$ cat src/rtl/local_cycle_terminator.sv
// Responder for 68030 local bus cycles: terminates ROM/RAM/serial accesses with sized DSACK
// after per-device wait states, and raises BERR on unmapped or unterminated cycles.
module local_cycle_terminator #(
    parameter logic [3:0] ROM_WAIT    = 4'd2,
    parameter logic [3:0] RAM_WAIT    = 4'd0,
    parameter logic [3:0] SERIAL_WAIT = 4'd4,
    parameter logic [1:0] ROM_SIZE    = 2'b01,
    parameter logic [1:0] RAM_SIZE    = 2'b00,
    parameter logic [1:0] SERIAL_SIZE = 2'b10,
    parameter logic [7:0] TIMEOUT     = 8'd255
) (
    input  logic       clock,
    input  logic       reset,
    input  logic       cpu_as,
    input  logic       cpu_ds,
    input  logic       request_rom,
    input  logic       request_ram,
    input  logic       request_serial,
    input  logic       request_unmapped,
    input  logic       ext_term,
    output logic [1:0] cpu_dsack,
    output logic       cpu_berr
);

    typedef enum logic [2:0] {
        S_IDLE,
        S_WAIT,
        S_ACK,
        S_TMO,
        S_BERR,
        S_END
    } state_t;

    state_t     state;
    state_t     state_next;
    logic [7:0] count;
    logic [7:0] count_next;
    logic [1:0] size;
    logic [1:0] size_next;
    logic [1:0] dsack_next;
    logic       berr_next;

    always_ff @(posedge clock or negedge reset) begin
        if (!reset) begin
            state     <= S_IDLE;
            count     <= 8'd0;
            size      <= 2'b11;
            cpu_dsack <= 2'b11;
            cpu_berr  <= 1'b1;
        end else begin
            state     <= state_next;
            count     <= count_next;
            size      <= size_next;
            cpu_dsack <= dsack_next;
            cpu_berr  <= berr_next;
        end
    end

    // Outputs are computed here and registered above, so no input reaches a pin combinationally.
    always_comb begin
        state_next = state;
        count_next = count;
        size_next  = size;
        dsack_next = cpu_dsack;
        berr_next  = cpu_berr;

        case (state)
            S_IDLE: begin
                dsack_next = 2'b11;
                berr_next  = 1'b1;
                if (!cpu_as) begin
                    if (!request_unmapped) begin
                        state_next = S_BERR;
                    end else if (!request_rom) begin
                        state_next = S_WAIT;
                        count_next = {4'd0, ROM_WAIT};
                        size_next  = ROM_SIZE;
                    end else if (!request_ram) begin
                        state_next = S_WAIT;
                        count_next = {4'd0, RAM_WAIT};
                        size_next  = RAM_SIZE;
                    end else if (!request_serial) begin
                        state_next = S_WAIT;
                        count_next = {4'd0, SERIAL_WAIT};
                        size_next  = SERIAL_SIZE;
                    end else begin
                        state_next = S_TMO;
                        count_next = 8'd1;
                    end
                end
            end

            // Wait states run down regardless of DS; the acknowledge itself waits for DS.
            S_WAIT: begin
                if (cpu_as) begin
                    state_next = S_IDLE;
                end else if (count != 8'd0) begin
                    count_next = count - 8'd1;
                end else if (!cpu_ds) begin
                    state_next = S_ACK;
                    dsack_next = size;
                end
            end

            S_ACK: begin
                if (cpu_as) begin
                    state_next = S_IDLE;
                    dsack_next = 2'b11;
                end
            end

            S_TMO: begin
                if (cpu_as) begin
                    state_next = S_IDLE;
                end else if (!ext_term) begin
                    state_next = S_END;
                end else if (count >= TIMEOUT) begin
                    state_next = S_BERR;
                end else if (count != 8'hFF) begin
                    count_next = count + 8'd1;
                end
            end

            S_BERR: begin
                if (cpu_as) begin
                    state_next = S_IDLE;
                    berr_next  = 1'b1;
                end else begin
                    berr_next  = 1'b0;
                end
            end

            S_END: begin
                if (cpu_as) begin
                    state_next = S_IDLE;
                end
            end

            default: begin
                state_next = S_IDLE;
                dsack_next = 2'b11;
                berr_next  = 1'b1;
            end
        endcase
    end

endmodule

$ cat config.mk
export PLATFORM = sky130hd
export DESIGN_NAME = local_cycle_terminator
export DESIGN_NICKNAME = d
export VERILOG_FILES = /design/src/rtl/local_cycle_terminator.sv
export SDC_FILE = /design/constraint.sdc
export NUM_CORES = 1
export LEC_CHECK = 0
export BUFFER_PORTS_ARGS = -buffer_cell sky130_fd_sc_hd__buf_2
export CORE_MARGIN = 4
export CORE_UTILIZATION = 25
export CTS_BUF_LIST = sky130_fd_sc_hd__clkbuf_16
export DETAILED_ROUTE_END_ITERATION = 12
export MAX_ROUTING_LAYER = met4
export SYNTH_ARGS = -nofsm -noshare
export SYNTH_HDL_FRONTEND = slang
export SYNTH_SLANG_ARGS = --single-unit
$ cat constraint.sdc
create_clock -name clock -period 2.1 [get_ports clock]
set_input_delay 0.21 -clock clock [delete_from_list [all_inputs] [get_ports clock]]
set_output_delay 0.21 -clock clock [all_outputs]
set_load 0.005 [all_outputs]
==> flow_summary.ini <==
[status]
status = completed

[grt]
grt_overflow = 0
grt_first_pass_wirelength_mm = 4.823
grt_antenna_before_repair = 0
grt_max_degree = 21
grt_use_total_pct = 9.955
first_global_vias = 1022

[placed_design]
hpwl_mm = 2.065
numPortBuffers = 11
dp.cells = 228
gp_congestion = 0.8532

[timing]
max_freq_ghz = 0.4858
drv_slew = 0
setup_viol = 0
post-route-period-util_pct = 98.03
holdWs_ns = 0.1841
finalCriticalPeriod_ns = 2.059
worst_pin_slew_ns = 0.5953
rsz0062_at_grt = yes
hold_viol = 0
fin_tns_setup_ns = 0
finClkSkew_ns = 0.001768
max_slew_margin_pct = 60.31

[final_layout]
fin_util_pct = 32.13
syn_to_final_growth_pct = 24.09
drive_above_1_share_pct = 25.90
fillers = 514
layout.cells.non_filler = 233
fin_nets = 181
final_cell_mix = nand2_1, nor2_1
antennaDiodeCount = 0
layout_commonest_cell = nand2_1

[critical_path]
path_max_fanout = 4
regToRegStartpoint = state[0]
setup.worst_path.start = state[0]
startpoint_type = flip-flop
required_ns = 2.24
end_kind = flip-flop
worstPathArrival_ns = 2.20
critical_path_class = reg2reg

[yosys]
synthFlopType = dfrtp_1
yosysWarnings = 0
postSynthCellCount = 148
synth_area_sq_mm = 0.001231
synth_nets = 162
synth_cell_type_count = 47
ys_seq_elements = 16
ys_seq_area_share_pct = 33.03
synth_edf_count = 0
synth.avg_cell_area_sq_um = 8.319
async_flop_share_pct = 100.0

[drt]
finalWirelength_mm = 2.891
vias = 1149
dr.pass1.iters = 4
antenna_left = 0
drt-initial-drc-count = 31
drc = 0
vias_per_cell = 4.931
wl_per_cell_microns = 12.41

[die]
ios = 12
die_area_sq_mm = 0.006111
core-area_sq_mm = 0.004755
fp-row-count = 25
die_y_microns = 78.18
initial_core_util_pct = 25.89
die_w_microns = 78.18

[clock_tree]
clk_latency_ns = 0.25
cts_max_level = 1
clk_pin_slew_ns = 0.05
post_cts_buffers = 0
ctsRootBufferMaster = clkbuf_16
cts.sinks = 16
clockBufferDepth = 2
cts_tree = yes
numCtsBuffers = 3

[worst_hold_path]
hp-start = request_rom
hp-class = in2reg

[job]
cap_viol_max_count = 0

[power_and_ir_drop]
ir_worst_vdd_mv = 0.5636
p_per_area_mw_per_mm2 = 1620
p_leak_nw = 0.6126
totalPowerFinal_mw = 2.475
power breakdown:
part           total, mW  internal [mW]  leakage (nW)  switching (mW)
sequential         0.579          0.472         0.198           0.107
combinational       1.52          0.714         0.376           0.803
clock              0.378          0.253        0.0385           0.125
total               2.47           1.44         0.613            1.04
worst max-delay path, cell delays in order, from the launching register on:
cell	delay [ns]
dfrtp_1	0.37
and3b_2	0.25
xnor2_1	0.15
ha_2	0.20
o31ai_2	0.20
a21oi_2	0.07
o21a_1	0.18
o21a_1	0.17
o21a_1	0.17
o41ai_2	0.20
cell families (layout without fill, tap and decap cells):
group	count (synthesis)	count (layout)	share of synthesized area [%]
adders and majority gates	5	5	5.081
xor gates and xnor gates	4	4	2.846
muxes	3	3	2.541
AOI/OAI and AO/OA	48	48	26.42
and+or+nand+nor	57	57	23.17
DFF	16	16	33.03
buffers and inverters	15	33	6.910
state kept, by name (all words and copies together), names as in the netlist:
name	cells
size	2
cpu_dsack	2
state	3
count	8
cpu_berr	1
repair_timing:
item                                    4_1_cts  5_1_grt
gates resized for setup                       2        3
pin swaps                                     0        2
endpoints found under the setup margin        1        2
endpoints found under the hold margin        11        0
hold buffers                                  1        0
layout make-up:
cell class	count	area (sq um)	share of cell area (%)
Clock inverter	1	3.754	0.2457
Tap cell	67	83.83	5.487
Timing Repair Buffer	24	167.7	10.97
Multi-Input combinational cell	117	772.0	50.53
Inverter	5	18.77	1.228
Clock buffer	3	75.07	4.914
Sequential cell	16	406.6	26.62
worst paths after layout:
| kind | depth (start not counted) | endpoint | slack (ns) |
|---|---|---|---|
| min in group asynchronous | 2 | state[0] | 0.42 |
| setup / recovery | 9 | count[6] | 0.04 |
| max in group asynchronous | 2 | size[0] | 1.36 |
| setup reg to reg | 9 | count[6] | 0.04 |
| hold reg to reg | 2 | size[0] | 0.47 |
| hold / removal | 2 | size[0] | 0.18 |
metal layers:
metal / wire length [microns] / global-route usage (%) / share of wire [%]
met1: 1531 / 14.27 / 53
met4: 46 / 3.671 / 1.6
met5: 0 / - / 0
met3: 56 / 1.032 / 1.9
met2: 1257 / 14.47 / 43
per-stage QoR:
stage	worst slack (ns)	instance area, sq um
floorplan	-0.06002	1234
global placement	-0.04105	1409
detailed placement	-0.04122	1409
CTS	0.02322	1506
global route	-0.07373	1528
finish	0.04137	1528
cells in the mapped netlist (2+ instances only):
library cell	count	area, sq um
inv_1	4	15.01
nor2_1	13	48.80
dfrtp_1	11	275.3
o21a_1	3	22.52
xnor2_1	2	17.52
o32a_1	3	30.03
o211ai_1	2	15.01
o41ai_1	2	17.52
buf_4	3	22.52
xor2_1	2	17.52
nor3_1	4	20.02
o21ai_1	3	15.01
nand3_1	4	20.02
o22ai_1	3	18.77
nand2_1	17	63.81
mux2i_1	2	20.02
nor4_1	3	18.77
o21ai_0	7	35.03
o31ai_1	2	15.01
nand4_1	2	12.51
clkbuf_1	3	11.26
nor2b_1	3	18.77
dfstp_2	5	131.4
or4_1	3	22.52
a21oi_1	12	60.06
ha_1	5	62.56
nand2b_1	3	18.77
buf_6	2	22.52
buf_2	2	10.01
(Power assumes the default switching activity.)
